==> src/rtl/rt_ctrl_pkg.sv <==
// rt_ctrl_pkg: shared states, request targets and control-vector bit indices for the MU sequencer
package rt_ctrl_pkg;
    typedef enum logic [2:0] {IDLE, WR, SS, SM, LS, LM, RD, RESP} state_e;
    typedef enum logic [1:0] {TGT_DATA, TGT_MASK, TGT_PROG, TGT_RSVD} tgt_e;
    localparam int IDX_DATA = 0;
    localparam int IDX_MASK = 1;
    localparam int IDX_PROG = 2;
    localparam int IDX_LIM  = 3;
endpackage

==> src/rtl/rt_phase_timer.sv <==
// rt_phase_timer: loadable down-counter; done marks the last cycle of a phase
module rt_phase_timer #(
    parameter int W = 2
) (
    input  logic         clk,
    input  logic         rst_n,
    input  logic         load,
    input  logic [W-1:0] len,
    output logic         done
);
    logic [W-1:0] cnt;
    always_ff @(posedge clk or negedge rst_n) begin
        if (!rst_n) cnt <= '0;
        else cnt <= load ? len : (cnt != '0 ? cnt - W'(1) : cnt);
    end
    assign done = cnt == W'(1);
endmodule

==> src/rtl/rt_mu_sequencer.sv <==
// rt_mu_sequencer: req/gnt/rvalid front end sequencing write, shift and read phases of one racetrack MU
module rt_mu_sequencer
    import rt_ctrl_pkg::*;
#(
    parameter int NR   = 4,
    parameter int NB   = 32,
    parameter int T_PH = 2,
    parameter int T_RD = 2,
    localparam int AW  = $clog2(NB)
) (
    input  logic          clk_i,
    input  logic          rstn_i,
    input  logic          req_i,
    output logic          gnt_o,
    input  logic          we_i,
    input  logic          lim_i,
    input  logic [1:0]    tgt_i,
    input  logic [AW-1:0] addr_i,
    input  logic [NR-1:0] wdata_i,
    output logic          rvalid_o,
    output logic [NR-1:0] rdata_o,
    output logic          err_o,
    output logic [NB-1:0] word_lines_o,
    output logic [NR-1:0] write_i_o,
    output logic [2:0]    write_en_o,
    output logic [3:0]    cur_s_o,
    output logic [3:0]    cur_m_o,
    output logic [2:0]    rd_cur_o,
    output logic          bz_s_o,
    output logic          bz_m_o,
    output logic          out_select_o,
    input  logic [NR-1:0] r_data_i,
    input  logic [NR-1:0] r_data_m_i,
    input  logic [NR-1:0] r_data_p_i
);
    localparam int TMAX = T_PH > T_RD ? T_PH : T_RD;
    localparam int CW   = $clog2(TMAX + 1);

    state_e        state, nxt;
    tgt_e          r_tgt, f_tgt;
    logic          r_lim, f_lim, illegal, done, act;
    logic [AW-1:0] r_addr, f_addr;
    logic [NR-1:0] r_wdata, f_wdata, bus;
    logic [CW-1:0] len;

    assign gnt_o   = req_i && state == IDLE;
    assign illegal = tgt_e'(tgt_i) == TGT_RSVD || (lim_i && we_i) || int'(addr_i) >= NB;
    // On the grant edge the outputs must already reflect the new request, not the stale registers
    assign f_tgt   = gnt_o ? tgt_e'(tgt_i) : r_tgt;
    assign f_lim   = gnt_o ? lim_i : r_lim;
    assign f_addr  = gnt_o ? addr_i : r_addr;
    assign f_wdata = gnt_o ? wdata_i : r_wdata;
    assign act     = nxt inside {WR, SS, SM, LS, LM, RD};
    assign len     = nxt inside {SS, SM, LS, LM} ? CW'(T_PH) : nxt == RD ? CW'(T_RD) : CW'(1);
    assign bus     = r_lim || r_tgt == TGT_DATA ? r_data_i : r_tgt == TGT_MASK ? r_data_m_i : r_data_p_i;

    rt_phase_timer #(.W(CW)) u_timer (
        .clk  (clk_i),
        .rst_n(rstn_i),
        .load (nxt != state),
        .len  (len),
        .done (done)
    );

    always_comb begin
        nxt = state;
        case (state)
            IDLE:    nxt = !gnt_o ? IDLE : illegal ? RESP : we_i ? WR : lim_i ? LS : RD;
            WR:      nxt = done ? SS : WR;
            SS:      nxt = done ? SM : SS;
            SM:      nxt = done ? RESP : SM;
            LS:      nxt = done ? LM : LS;
            LM:      nxt = done ? RD : LM;
            RD:      nxt = done ? RESP : RD;
            RESP:    nxt = done ? IDLE : RESP;
            default: nxt = IDLE;
        endcase
    end

    // Outputs decode the next state so every MU drive line comes straight from a flop
    always_ff @(posedge clk_i or negedge rstn_i) begin
        if (!rstn_i) begin
            state        <= IDLE;
            r_tgt        <= TGT_DATA;
            r_lim        <= 1'b0;
            r_addr       <= '0;
            r_wdata      <= '0;
            rvalid_o     <= 1'b0;
            err_o        <= 1'b0;
            rdata_o      <= '0;
            word_lines_o <= '0;
            write_i_o    <= '0;
            write_en_o   <= '0;
            cur_s_o      <= '0;
            cur_m_o      <= '0;
            rd_cur_o     <= '0;
            bz_s_o       <= 1'b0;
            bz_m_o       <= 1'b0;
            out_select_o <= 1'b0;
        end else begin
            state <= nxt;
            if (gnt_o) begin
                r_tgt   <= tgt_e'(tgt_i);
                r_lim   <= lim_i;
                r_addr  <= addr_i;
                r_wdata <= wdata_i;
            end
            rvalid_o     <= nxt == RESP;
            err_o        <= nxt == RESP && state == IDLE;
            rdata_o      <= nxt == RESP && state == RD ? bus : '0;
            word_lines_o <= act ? NB'(1) << f_addr : '0;
            write_i_o    <= nxt == WR ? f_wdata : '0;
            write_en_o   <= nxt == WR ? 3'(1) << f_tgt : '0;
            cur_s_o      <= nxt == SS ? 4'(1) << f_tgt : nxt == LS ? 4'(1) << IDX_LIM : '0;
            cur_m_o      <= nxt == SM ? 4'(1) << f_tgt : nxt == LM ? 4'(1) << IDX_LIM : '0;
            rd_cur_o     <= nxt != RD ? '0 : f_lim ? 3'(1) << IDX_DATA : 3'(1) << f_tgt;
            bz_s_o       <= nxt == LS;
            bz_m_o       <= nxt == LM;
            out_select_o <= nxt == RD && f_lim;
        end
    end
endmodule

==> config.mk <==
export PLATFORM = sky130hd
export DESIGN_NAME = rt_mu_sequencer
export DESIGN_NICKNAME = d
export VERILOG_FILES = /design/src/rtl/rt_ctrl_pkg.sv /design/src/rtl/rt_phase_timer.sv /design/src/rtl/rt_mu_sequencer.sv
export SDC_FILE = /design/constraint.sdc
export NUM_CORES = 1
export LEC_CHECK = 0
export CORE_ASPECT_RATIO = 0.7
export CORE_UTILIZATION = 48
export CTS_BUF_LIST = sky130_fd_sc_hd__clkbuf_8 sky130_fd_sc_hd__clkbuf_16
export DETAILED_ROUTE_END_ITERATION = 12
export GPL_ROUTABILITY_DRIVEN = 0
export PLACE_DENSITY = 0.79
export REMOVE_ABC_BUFFERS = 1
export SLEW_MARGIN = 40
export SYNTH_ARGS = -nofsm -noshare
export SYNTH_HDL_FRONTEND = slang
export SYNTH_HIERARCHICAL = 1
export SYNTH_SLANG_ARGS = --single-unit
==> constraint.sdc <==
create_clock -name clk_i -period 2.7 [get_ports clk_i]
set_clock_uncertainty 0.1 [all_clocks]
set_input_delay 0.405 -clock clk_i [delete_from_list [all_inputs] [get_ports clk_i]]
set_output_delay 0.405 -clock clk_i [all_outputs]
set_load 0.1 [all_outputs]
* Yosys cells after proc, flatten, opt, wreduce, memory -nomap -nowiden
Cells that the tools add are included.
** Storage, ports and cells
- Register bits after elaboration :: 76
- Bits in latches :: 0
- RAM bits :: 0
- Memory bits (read-only) :: 0
- Output and inout bits :: 60
- Word-level logic and storage cells :: 86
- Memories kept :: 0
** Operators by class
- Add/subtract/negate cells :: 1
- $mul :: 0
- Div/mod/pow operators :: 0
- Magnitude comparators :: 0
- Equal/unequal tests :: 19
- Shift-type cells :: 3
- Multiplexer cells :: 32
- Bitwise logic cells :: 0
- Reduce and logical (&&, ||, !) cells :: 13
** Operator list (count)
- two-way mux 4 bit :: 9
- two-way mux 32 bit :: 1
- left shift 1 x 5 -> 32 bit, first input constant :: 1
- == test 3 bit, second input constant :: 8
- two-way mux 3 bit :: 8
- one-hot mux 3 bit (8 select lines) :: 1
- two-way mux 2 bit :: 8
- == test 3 x 2 -> 1 bit, second input constant :: 4
- == test 3 x 1 -> 1 bit, second input constant :: 2
- nonzero test 6 bit :: 1
- logical AND 1 bit :: 5
- two-way mux 5 bit :: 1
- == test 2 x 1 -> 1 bit, second input constant :: 2
- two-way mux 1 bit :: 4
- nonzero test 2 bit :: 2
- nonzero test 4 bit :: 1
- left shift 1 x 2 -> 4 bit, first input constant :: 1
- logical NOT 3 bit :: 1
- inequality test 3 bit :: 1
- inequality test 3 bit, second input constant :: 1
- left shift 1 x 2 -> 3 bit, first input constant :: 1
- == test 2 bit, second input constant :: 1
- logical NOT 2 bit :: 1
- logical OR 1 bit :: 2
- subtractor 2 x 1 -> 2 bit, second input constant :: 1

* Longest topological paths before layout
Gate-level depths: netlist (run 1).
- Depth after elaboration :: 9
- Depth in mapped cells :: 13
- Gate-level depth less buffers :: 10

* Hierarchy
Netlist (run 1), hierarchy kept.
** By module, submodules not included
- rt_mu_sequencer :: instances 1, cells an instance 279, area an instance 3094.2 um2, seq. area each 1851.8 um2
- rt_phase_timer :: instances 1, cells an instance 13, area an instance 126.4 um2, seq. area each 50.0 um2

* Worst setup path before layout (run 1)
Ideal clock, no wire load.
- Path kind :: register to register
- Start point :: register state[1]
- End point :: register u_timer.cnt[1]
- Setup time :: 0.124 ns
- Arrival time :: 2.424 ns
- Required time :: 2.476 ns
- Slack :: 0.052 ns
- Stages on the path, launching flop included :: 11
- Cell sequence :: dfrtp_1 buf_6 or4b_4 buf_6 clkinv_1 buf_4 buf_2 o21ai_0 nand2_1 or2b_1 o31a_1
** Between the ends
- Cells in the longest elaborated chain, start to end :: 8
- Elaborated cells on any way between the ends :: 22
- Classes of those cells :: eq/ne: 13; mux: 5; reduce/logical: 4
** Ends and longest elaborated chain
- from (decl) :: line rt_mu_sequencer.sv:39 : state_e state, nxt;
- from (signal assigned) :: line rt_mu_sequencer.sv:101 : state <= nxt;
- logical NOT 3 bit * :: line rt_mu_sequencer.sv:46 : assign gnt_o = req_i && state == IDLE;
- logical AND 1 bit * :: line rt_mu_sequencer.sv:46
- net gnt_o :: line rt_mu_sequencer.sv:14 : output logic gnt_o,
- two-way mux 3 bit * :: line rt_mu_sequencer.sv:68 : IDLE: nxt = !gnt_o ? IDLE : illegal ? RESP : we_i ? WR : lim_i ? LS : RD;
- one-hot mux 3 bit (8 select lines) * :: line rt_mu_sequencer.sv:67 : case (state)
- == test 3 x 2 -> 1 bit or == test 3 bit (tied branches) :: line rt_mu_sequencer.sv:54 : assign len = nxt inside {SS, SM, LS, LM} ? CW'(T_PH) : nxt == RD ? CW'(T_RD) : CW'(1);
- nonzero test 4 bit or two-way mux 2 bit (tied branches) :: line rt_mu_sequencer.sv:54
- two-way mux 2 bit :: line rt_mu_sequencer.sv:54
- two-way mux 2 bit :: line rt_phase_timer.sv:14 : else cnt <= load ? len : (cnt != '0 ? cnt - W'(1) : cnt);
- to (signal assigned) :: line rt_phase_timer.sv:14
- to (decl) :: line rt_phase_timer.sv:11 : logic [W-1:0] cnt;
The timed path passes the listed nets; every way through them passes the cells marked *.
A chain may end at the register's enable or synchronous reset.

* Final worst setup path (run 1)
- Start point :: register u_timer.cnt[0]
- End point :: register word_lines_o[26]
** Between the ends
- Cells in the longest elaborated chain, start to end :: 6
- Elaborated cells on any way between the ends :: 17
- Classes of those cells :: eq/ne: 7; mux: 9; reduce/logical: 1
** Ends and longest elaborated chain
- == test 2 x 1 -> 1 bit * :: line rt_phase_timer.sv:16 : assign done = cnt == W'(1);
- net done :: line rt_mu_sequencer.sv:41 : logic r_lim, f_lim, illegal, done, act;
- two-way mux 3 bit or two-way mux 2 bit (tied branches) :: line rt_mu_sequencer.sv:75, rt_mu_sequencer.sv:69, rt_mu_sequencer.sv:73
- one-hot mux 3 bit (8 select lines) * :: line rt_mu_sequencer.sv:67
- net nxt[1] :: line rt_mu_sequencer.sv:39
- == test 3 x 1 -> 1 bit, or another cell as far along :: line rt_mu_sequencer.sv:53 : assign act = nxt inside {WR, SS, SM, LS, LM, RD};
- nonzero test 6 bit * :: line rt_mu_sequencer.sv:53
- two-way mux 32 bit * :: line rt_mu_sequencer.sv:111 : word_lines_o <= act ? NB'(1) << f_addr : '0;
- to (signal assigned) :: line rt_mu_sequencer.sv:111
- to (decl) :: line rt_mu_sequencer.sv:23 : output logic [NB-1:0] word_lines_o,
Marks and branches as above.

==> flow_metrics.env, run 1 <==
export IMPL_worst_ep_required_time_ns=2.83
export IMPL_fillerInstances=515
export IMPL_antenna_cells=0
export IMPL_placed_cells=458
export IMPL_cpMaxStageDelayCell="sky130_fd_sc_hd__dfrtp_1"
export IMPL_total_power_mw=4.966
export IMPL_max_cap_violations=0
export IMPL_finalCritPeriodShare_pct=91.48
export IMPL_timing_critical_path_cells="ha_1 -> nand2_1 -> mux2_2 -> nor2b_4 -> inv_2 -> and3_1 -> buf_12 -> nor4_1"
export IMPL_layout_area_seq_um2=1902
export IMPL_grt_antenna_before_repair=0
export IMPL_port_buffers=87
export IMPL_avgSynthCellArea_um2=11.03
export IMPL_rsz0062_at_grt="no"
export IMPL_vias_in_the_first_global_route=2342
export IMPL_clock_path_buffers=2
export IMPL_critPathMaxStageDelay_ns=0.41
export IMPL_finalNetCount=409
export IMPL_status="complete, no violations"
export IMPL_maximum_number_of_pins_on_one_net_before_global_route_repair=77
export IMPL_floorplan_die_area_um2=7046
export IMPL_final_instance_count_excl_fill=475
export IMPL_layout_drive_gt1_share_pct=25.26
export IMPL_io_pins=88
export IMPL_layout_core_utilization_pct=67.12
export IMPL_most_used_cells_in_the_layout_excluding_fill_and_tap_cells="sky130_fd_sc_hd__dfrtp_1, sky130_fd_sc_hd__buf_4, sky130_fd_sc_hd__nor4_1, sky130_fd_sc_hd__nand2_1, sky130_fd_sc_hd__clkdlybuf4s50_1"
export IMPL_worstMarginPinSlew_ns=0.7417
export IMPL_setup_ws_ns=0.2301
export IMPL_die_width_um=99.91
export IMPL_postSynthCellCount=292
export IMPL_layout_area_overhead_vs_synth_pct=32.67
export IMPL_final_common_cell="sky130_fd_sc_hd__dfrtp_1"
export IMPL_routed_via_density=5.381
export IMPL_dp_hpwl_mm=5.093
export IMPL_root_buffer="sky130_fd_sc_hd__clkbuf_8"
export IMPL_synth_seq_cells=76
export IMPL_total_of_endpoints_with_negative_setup_slack_in_the_final_report=0
export IMPL_fin_area_um2=4273
export IMPL_remaining_drc_errors=0
export IMPL_cp_start_kind="flip-flop"
export IMPL_relSlewSlack_pct=50.32
export IMPL_multiInputGateArea_um2=1110
export IMPL_clk_pin_slew_worst_paths_ns=0.08
export IMPL_count_of_endpoints_failing_hold_in_the_final_timing_report=0
export IMPL_yosys_warnings=6
export IMPL_hold_path_class="flip-flop to flip-flop"
export IMPL_drt_pass1_iterations=4
export IMPL_syn_area_um2=3221
export IMPL_endpoint_kind="flip-flop"
export IMPL_criticalPathCategory="flip-flop to flip-flop"
export IMPL_detailedRoute_firstIterationViolations=174
export IMPL_clock_latency_ns=0.34
export IMPL_critical_path_buf_inv_count=2
export IMPL_initial_utilization_pct=50.59
export IMPL_drt_antenna_violating_nets=0
export IMPL_vdd_ir_drop_worst_uv=645.5
export IMPL_via_count=2556
export IMPL_cp_max_fo=33
export IMPL_wl_mm=7.435
export IMPL_max_clock_freq_mhz=404.9
export IMPL_post_cts_buffers=0
export IMPL_place_worst_setup_slack_ns=0.03676
export IMPL_placedInstanceArea_um2=4023
export IMPL_core_region_area_um2=6366
export IMPL_cts_inserted_buffers=9
export IMPL_cts_htree_levels=3
export IMPL_die_h_um=70.53
export IMPL_synth_edff_count=0
export IMPL_overflow_left_after_global_routing=0
export IMPL_asyncSetResetFlopFracSynth_pct=100.0
export IMPL_cts_tree="yes"
export IMPL_synth_sequential_area_ratio_pct=59.05
export IMPL_power_per_cell_area_nw_per_um2=1162
export IMPL_yosysUniqueCellTypes=48
export IMPL_routed_length_per_instance_um=15.65
export IMPL_tritoncts_num_sinks=76
export IMPL_cpLargestDelayFamily="simple AND/OR/NAND/NOR gates"
export IMPL_power_leakage_nw=2.034
export IMPL_post_route_min_period_ns=2.470
export IMPL_synth_top_flop_cell="sky130_fd_sc_hd__dfrtp_1"
export IMPL_slew_viol_final=0
export IMPL_global_route_usage_total_pct=22.63
export IMPL_global_route_wire_length_before_repair_mm=12.02
export IMPL_fp_row_count=24
export IMPL_critPathArrivalTime_ns=2.60
-- stage by stage --
step / hold WS, ns / setup TNS, ns
after CTS: 0.3945 / 0
after floorplan: 0.009409 / -32.70
after global routing: 0.4311 / 0
after global placement: 0.3491 / 0
after detailed placement: 0.3711 / 0
final: 0.3923 / 0
-- cells by family (layout without fill, tap and decap cells) --
kind of cell | Yosys count | after routing | synth area share, %
DFF | 76 | 76 | 59.05
buffers and inverters | 33 | 125 | 6.488
xor gates and xnor gates | 2 | 2 | 0.5440
AOI/OAI and AO/OA | 48 | 48 | 10.02
adders and majority gates | 2 | 2 | 0.7769
and+or+nand+nor | 130 | 130 | 22.77
muxes | 1 | 1 | 0.3496
-- Yosys cell counts (3+ instances only) --
master                      n  area [um^2]
sky130_fd_sc_hd__dfrtp_1   76         1902
sky130_fd_sc_hd__nor4_1    33        206.5
sky130_fd_sc_hd__nand2_1   31        116.4
sky130_fd_sc_hd__nor2_1    18        67.56
sky130_fd_sc_hd__a31oi_1   13        81.33
sky130_fd_sc_hd__nor3_1    11        55.05
sky130_fd_sc_hd__inv_1      9        33.78
sky130_fd_sc_hd__buf_6      8        90.09
sky130_fd_sc_hd__o21ai_0    8        40.04
sky130_fd_sc_hd__nor2b_1    7        43.79
sky130_fd_sc_hd__buf_4      6        45.04
sky130_fd_sc_hd__a21oi_1    5        25.02
sky130_fd_sc_hd__clkbuf_1   5        18.77
sky130_fd_sc_hd__nor3b_1    5        37.54
sky130_fd_sc_hd__and2_1     4        25.02
sky130_fd_sc_hd__nand2b_1   4        25.02
sky130_fd_sc_hd__o22a_1     4        35.03
sky130_fd_sc_hd__o22ai_1    4        25.02
sky130_fd_sc_hd__and4b_1    3        30.03
sky130_fd_sc_hd__nor4b_1    3        26.28
-- flip-flops by register name, summed over array words and instances, names as in the netlist --
name          count
r_addr            5
state             3
u_timer/cnt       2
rd_cur_o          3
write_i_o         4
r_tgt             2
bz_s_o            1
rvalid_o          1
cur_s_o           4
r_wdata           4
r_lim             1
err_o             1
write_en_o        3
out_select_o      1
word_lines_o     32
rdata_o           4
cur_m_o           4
bz_m_o            1
-- routing by layer --
| layer | share of wire, % | GRT usage, % | wire length, um |
|---|---|---|---|
| met3 | 6.3 | 7.213 | 466 |
| met5 | 0 | 0 | 0 |
| met4 | 0.61 | 6.046 | 45 |
| met1 | 48 | 33.69 | 3577 |
| met2 | 45 | 32.11 | 3345 |
-- power by group --
| part | switching [mW] | internal [mW] |
|---|---|---|
| registers | 0.194 | 1.37 |
| clock network | 0.423 | 0.612 |
| logic | 1.68 | 0.684 |
| total | 2.30 | 2.67 |
-- path summary, 6_finish.rpt --
check	start	to	slack (ns)	depth (start not counted)
worst max register to register	u_timer/cnt[0]	word_lines_o[26]	0.23	8
worst max-delay path	u_timer/cnt[0]	word_lines_o[26]	0.23	8
min in group asynchronous	rstn_i	state[2]	0.54	2
max in group asynchronous	rstn_i	rdata_o[0]	1.50	2
worst min-delay path	r_wdata[3]	r_wdata[3]	0.39	2
worst min register to register	r_wdata[3]	r_wdata[3]	0.39	2
-- timing repair --
action | 4_1_cts | 5_1_grt
endpoints found under the hold margin | 24 | 0
hold buffers | 1 | 0
gates resized for setup | 0 | 0
-- final cells by class --
| cell class | count | share of cell area, % |
|---|---|---|
| Inverter | 12 | 1.054 |
| Clock buffer | 9 | 2.899 |
| Multi-Input combinational cell | 183 | 25.97 |
| Tap cell | 91 | 2.665 |
| Timing Repair Buffer | 97 | 20.18 |
| Sequential cell | 76 | 44.51 |
| Clock inverter | 7 | 2.723 |
-- worst reg2reg max path: cells and delay by family (launching register included) --
| kind | cells | cell delay, ns |
|---|---|---|
| buf+inv | 2 | 0.27 |
| simple gates | 4 | 0.89 |
| fa+ha+maj | 1 | 0.30 |
| mux | 1 | 0.39 |
| flops | 1 | 0.41 |
Power figures use the tool's default switching activity.
==> run 2: changes to the inputs <==
- CELL_PAD_IN_SITES_DETAIL_PLACEMENT: not set -> 1
- CELL_PAD_IN_SITES_GLOBAL_PLACEMENT: not set -> 1
- CORE_UTILIZATION: 48 -> 37
==> flow_metrics.env, run 2 (same netlist as run 1, synthesis figures left out) <==
export IMPL_die_h_um=80.06
export IMPL_core_region_area_um2=8443
export IMPL_detailedRoute_firstIterationViolations=174
export IMPL_routed_via_density=5.167
export IMPL_routed_length_per_instance_um=17.57
export IMPL_worstMarginPinSlew_ns=0.6809
export IMPL_cp_max_fo=37
export IMPL_status="complete, but fails checks"
export IMPL_criticalPathCategory="flip-flop to output port"
export IMPL_failed_checks="negative hold slack"
export IMPL_timing_critical_path_cells="or4b_4 -> clkinv_1 -> buf_12 -> buf_12"
export IMPL_hold_path_class="input pin to asynchronous set/reset pin"
export IMPL_vias_in_the_first_global_route=2689
export IMPL_root_buffer="sky130_fd_sc_hd__clkbuf_16"
export IMPL_overflow_left_after_global_routing=0
export IMPL_rsz0062_at_grt="no"
export IMPL_vdd_ir_drop_worst_uv=564.5
export IMPL_drt_antenna_violating_nets=0
export IMPL_largest_reg_flops=32
export IMPL_layout_area_seq_um2=1902
export IMPL_tritoncts_num_sinks=76
export IMPL_max_clock_freq_mhz=403.3
export IMPL_global_route_wire_length_before_repair_mm=14.33
export IMPL_clock_path_buffers=2
export IMPL_remaining_drc_errors=0
export IMPL_grt_antenna_before_repair=0
export IMPL_final_common_cell="sky130_fd_sc_hd__dfrtp_1"
export IMPL_layout_area_overhead_vs_synth_pct=37.61
export IMPL_place_worst_setup_slack_ns=-0.01701
export IMPL_most_used_cells_in_the_layout_excluding_fill_and_tap_cells="sky130_fd_sc_hd__dfrtp_1, sky130_fd_sc_hd__buf_4, sky130_fd_sc_hd__nor4_1, sky130_fd_sc_hd__nand2_1, sky130_fd_sc_hd__clkdlybuf4s50_1"
export IMPL_via_count=2635
export IMPL_floorplan_die_area_um2=9088
export IMPL_power_leakage_nw=2.088
export IMPL_endpoint_kind="output port"
export IMPL_io_pins=88
export IMPL_post_cts_buffers=0
export IMPL_maximum_number_of_pins_on_one_net_before_global_route_repair=77
export IMPL_initial_utilization_pct=38.14
export IMPL_post_route_min_period_ns=2.479
export IMPL_fillerInstances=923
export IMPL_critPathArrivalTime_ns=1.97
export IMPL_cp_start_kind="flip-flop"
export IMPL_setup_ws_ns=0.2207
export IMPL_wl_mm=8.960
export IMPL_slew_viol_final=0
export IMPL_finalCritPeriodShare_pct=91.83
export IMPL_layout_drive_gt1_share_pct=27.69
export IMPL_timing_critical_path_mode_cell="sky130_fd_sc_hd__buf_12"
export IMPL_max_cap_violations=0
export IMPL_worst_ep_required_time_ns=2.19
export IMPL_antenna_cells=0
export IMPL_port_buffers=87
export IMPL_clk_pin_slew_worst_paths_ns=0.06
export IMPL_critPathMaxStageDelay_ns=0.62
export IMPL_die_width_um=113.5
export IMPL_layout_core_utilization_pct=52.49
export IMPL_drt_pass1_iterations=4
export IMPL_cts_htree_levels=3
export IMPL_finalHoldWorstSlack_ns=-0.02172
export IMPL_fp_row_count=28
export IMPL_dp_hpwl_mm=6.299
export IMPL_layout_top_registers="word_lines_o (32), r_addr (5)"
export IMPL_cpMaxStageDelayCell="sky130_fd_sc_hd__or4b_4"
export IMPL_relSlewSlack_pct=54.61
export IMPL_cts_hold_fix_buffers=0
export IMPL_finalNetCount=415
export IMPL_power_per_cell_area_nw_per_um2=1202
export IMPL_count_of_endpoints_failing_hold_in_the_final_timing_report=12
export IMPL_timing_reg2reg_setup_slack_ns=0.23
export IMPL_max_flop_register="word_lines_o"
export IMPL_cts_inserted_buffers=9
export IMPL_clock_latency_ns=0.33
export IMPL_total_of_endpoints_with_negative_setup_slack_in_the_final_report=0
export IMPL_cts_tree="yes"
export IMPL_multiInputGateArea_um2=1125
export IMPL_global_route_usage_total_pct=20.90
## run 2: changes by cell type in the layout (fill, tap and decap cells not counted), moves of 2 or more
cell,delta
sky130_fd_sc_hd__buf_12,-2
sky130_fd_sc_hd__buf_4,+9
sky130_fd_sc_hd__clkbuf_16,+9
sky130_fd_sc_hd__clkbuf_8,-9
sky130_fd_sc_hd__clkinv_4,-2
sky130_fd_sc_hd__inv_6,+3
## run 2: timing repair
item / in CTS / in global routing
setup endpoints to repair: 0 / 4
resized for setup: 0 / 2
hold endpoints to repair: 0 / 0
## run 2: final cells by class
| cell class | count | area share, % |
|---|---|---|
| flip-flops and latches | 76 | 42.91 |
| inverters | 12 | 1.016 |
| well taps | 120 | 3.388 |
| multi-input cells | 183 | 25.38 |
| repair buffers | 103 | 19.85 |
| clock buffers | 9 | 5.082 |
| clock inverters | 7 | 2.372 |
## run 2: worst max-delay path, delay by kind of cell, from the launching register on
family,cells,cell delay [ns]
DFF,1,0.50
buffers and inverters,3,0.51
and+or+nand+nor,1,0.62
## run 2: per-stage QoR
step | hold WS (ns) | instance area, um^2 | TNS [ns] | std cells | power (mW)
4_1_cts | 0.02473 | 4417 | 0 | 510 | 5.345
6_report | -0.02172 | 4432 | 0 | 510 | 5.327
3_3_place_gp | 0.3484 | 4083 | 0 | 494 | 3.910
2_1_floorplan | 0.009409 | 3057 | -32.70 | 271 | 3.232
3_5_place_dp | 0.3604 | 4086 | -0.1383 | 494 | 3.978
5_1_grt | 0.05363 | 4432 | 0 | 510 | 5.578
## run 2: report_power, final
part / internal (mW) / switching (mW) / total [mW]
Sequential: 1.37 / 0.204 / 1.58
Clock: 0.826 / 0.507 / 1.33
Combinational: 0.683 / 1.73 / 2.42
Total: 2.88 / 2.45 / 5.33
## run 2: worst paths after layout
kind | from | endpoint | cells after the start
max in group asynchronous | rstn_i | word_lines_o[7] | 1
max | state[1] | gnt_o | 4
max reg2reg | state[1] | word_lines_o[2] | 8
min in group clk_i | r_wdata[3] | r_wdata[3] | 2
min reg2reg | r_wdata[3] | r_wdata[3] | 2
min | rstn_i | word_lines_o[18] | 1
## run 2: routing by layer
metal | vias up | routed length, um | track usage (%) | part of all wire, %
met3 | 12 | 434 | 5.132 | 4.8
met2 | 71 | 4214 | 33.23 | 47
li1 | 1238 | - | - | -
met5 | - | 0 | 0 | 0
met1 | 1314 | 4190 | 27.99 | 47
met4 | 0 | 120 | 7.105 | 1.3
==> run 3: changes to the inputs <==
- MAX_ROUTING_LAYER: not set -> met4
==> flow_metrics.env, run 3 (same netlist as run 1, synthesis figures left out) <==
export IMPL_count_of_endpoints_failing_hold_in_the_final_timing_report=12
export IMPL_io_pins=88
export IMPL_die_h_um=80.06
export IMPL_setup_ws_ns=0.2244
export IMPL_drt_antenna_violating_nets=0
export IMPL_fin_area_um2=4432
export IMPL_cp_start_kind="flip-flop"
export IMPL_floorplan_die_area_um2=9088
export IMPL_layout_top_registers="word_lines_o (32), r_addr (5)"
export IMPL_routed_length_per_instance_um=17.58
export IMPL_cts_inserted_buffers=9
export IMPL_rsz0062_at_grt="no"
export IMPL_layout_area_overhead_vs_synth_pct=37.61
export IMPL_clock_latency_ns=0.33
export IMPL_vias_in_the_first_global_route=2684
export IMPL_port_buffers=87
export IMPL_endpoint_kind="flip-flop"
export IMPL_global_route_usage_total_pct=21.51
export IMPL_finalNetCount=415
export IMPL_overflow_left_after_global_routing=0
export IMPL_via_count=2652
export IMPL_largest_reg_flops=32
export IMPL_place_worst_setup_slack_ns=-0.01701
export IMPL_layout_core_utilization_pct=52.49
export IMPL_max_flop_register="word_lines_o"
export IMPL_drt_pass1_iterations=4
export IMPL_total_of_endpoints_with_negative_setup_slack_in_the_final_report=0
export IMPL_grt_antenna_before_repair=0
export IMPL_wl_mm=8.965
export IMPL_clk_pin_slew_worst_paths_ns=0.06
export IMPL_timing_critical_path_cells="ha_2 -> nand2_1 -> mux2_2 -> nor2b_4 -> inv_2 -> and3_1 -> buf_4 -> nor4_1"
export IMPL_power_per_cell_area_nw_per_um2=1202
export IMPL_vdd_ir_drop_worst_uv=565.8
export IMPL_maximum_number_of_pins_on_one_net_before_global_route_repair=77
export IMPL_cpLargestDelayFamily="simple AND/OR/NAND/NOR gates"
export IMPL_finalCritPeriodShare_pct=91.69
export IMPL_hold_path_class="input pin to asynchronous set/reset pin"
export IMPL_clock_path_buffers=2
export IMPL_max_cap_violations=0
export IMPL_tritoncts_num_sinks=76
export IMPL_post_route_min_period_ns=2.476
export IMPL_placedInstanceArea_um2=4086
export IMPL_die_width_um=113.5
export IMPL_cp_max_fo=33
export IMPL_routed_via_density=5.200
export IMPL_critical_path_buf_inv_count=2
export IMPL_core_region_area_um2=8443
export IMPL_cpMaxStageDelayCell="sky130_fd_sc_hd__dfrtp_1"
export IMPL_remaining_drc_errors=0
export IMPL_detailedRoute_firstIterationViolations=149
export IMPL_fillerInstances=923
export IMPL_initial_utilization_pct=38.14
export IMPL_layout_drive_gt1_share_pct=27.69
export IMPL_critPathMaxStageDelay_ns=0.41
export IMPL_dp_hpwl_mm=6.299
export IMPL_criticalPathCategory="flip-flop to flip-flop"
export IMPL_cts_tree="yes"
export IMPL_cts_htree_levels=3
export IMPL_worst_ep_required_time_ns=2.81
export IMPL_global_route_wire_length_before_repair_mm=14.35
export IMPL_antenna_cells=0
export IMPL_max_clock_freq_mhz=403.9
export IMPL_worstMarginPinSlew_ns=0.6823
export IMPL_most_used_cells_in_the_layout_excluding_fill_and_tap_cells="sky130_fd_sc_hd__dfrtp_1, sky130_fd_sc_hd__buf_4, sky130_fd_sc_hd__nor4_1, sky130_fd_sc_hd__nand2_1, sky130_fd_sc_hd__clkdlybuf4s50_1"
export IMPL_final_common_cell="sky130_fd_sc_hd__dfrtp_1"
export IMPL_fp_row_count=28
export IMPL_root_buffer="sky130_fd_sc_hd__clkbuf_16"
export IMPL_relSlewSlack_pct=54.51
export IMPL_critPathArrivalTime_ns=2.59
export IMPL_failed_checks="negative hold slack"
export IMPL_power_leakage_nw=2.088
export IMPL_post_cts_buffers=0
export IMPL_status="complete, but fails checks"
export IMPL_finalHoldWorstSlack_ns=-0.02097
export IMPL_slew_viol_final=0
[run 3: stage by stage]
stage                     power, mW  TNS (ns)  std cells
after CTS                     5.345         0        510
after floorplan               3.232    -32.70        271
after global placement        3.910         0        494
after detailed placement      3.978   -0.1383        494
after global routing          5.578         0        510
final                         5.326         0        510
[run 3: report_power, final]
part           switching [mW]  internal (mW)  total (mW)
logic                    1.74          0.683        2.42
registers               0.204           1.37        1.58
clock network           0.504          0.825        1.33
[run 3: cell type report]
class / instances / area [um^2] / share of cell area [%]
Sequential cell: 76 / 1902 / 42.91
Multi-Input combinational cell: 183 / 1125 / 25.38
Timing Repair Buffer: 103 / 879.6 / 19.85
Clock buffer: 9 / 225.2 / 5.082
Tap cell: 120 / 150.1 / 3.388
Clock inverter: 7 / 105.1 / 2.372
Inverter: 12 / 45.04 / 1.016
[run 3: worst paths after layout]
| kind | startpoint | end | slack (ns) | cells past startpoint |
|---|---|---|---|---|
| max | u_timer/cnt[0] | word_lines_o[2] | 0.22 | 8 |
| min | rstn_i | word_lines_o[18] | -0.02 | 1 |
| max reg2reg | u_timer/cnt[0] | word_lines_o[2] | 0.22 | 8 |
| min reg2reg | r_wdata[3] | r_wdata[3] | 0.37 | 2 |
| max in group asynchronous | rstn_i | word_lines_o[14] | 2.04 | 1 |
| min in group clk_i | r_wdata[3] | r_wdata[3] | 0.37 | 2 |
[run 3: routing by layer]
layer,global-route usage (%),wire (um),vias up
met5,-,0,-
met4,7.105,104,0
met3,5.057,461,10
met2,33.11,4197,82
met1,28.19,4201,1323
li1,-,-,1237
[run 3: repair_timing]
item,in CTS,in global routing
setup endpoints to repair,0,4
hold buffers,0,0
gates resized for setup,0,2
[run 3: worst reg2reg max path: stages (launching register included)]
cell                      delay, ns
sky130_fd_sc_hd__dfrtp_1       0.41
sky130_fd_sc_hd__ha_2          0.24
sky130_fd_sc_hd__nand2_1       0.11
sky130_fd_sc_hd__mux2_2        0.41
sky130_fd_sc_hd__nor2b_4       0.19
sky130_fd_sc_hd__inv_2         0.07
sky130_fd_sc_hd__and3_1        0.20
sky130_fd_sc_hd__buf_4         0.25
sky130_fd_sc_hd__nor4_1        0.40
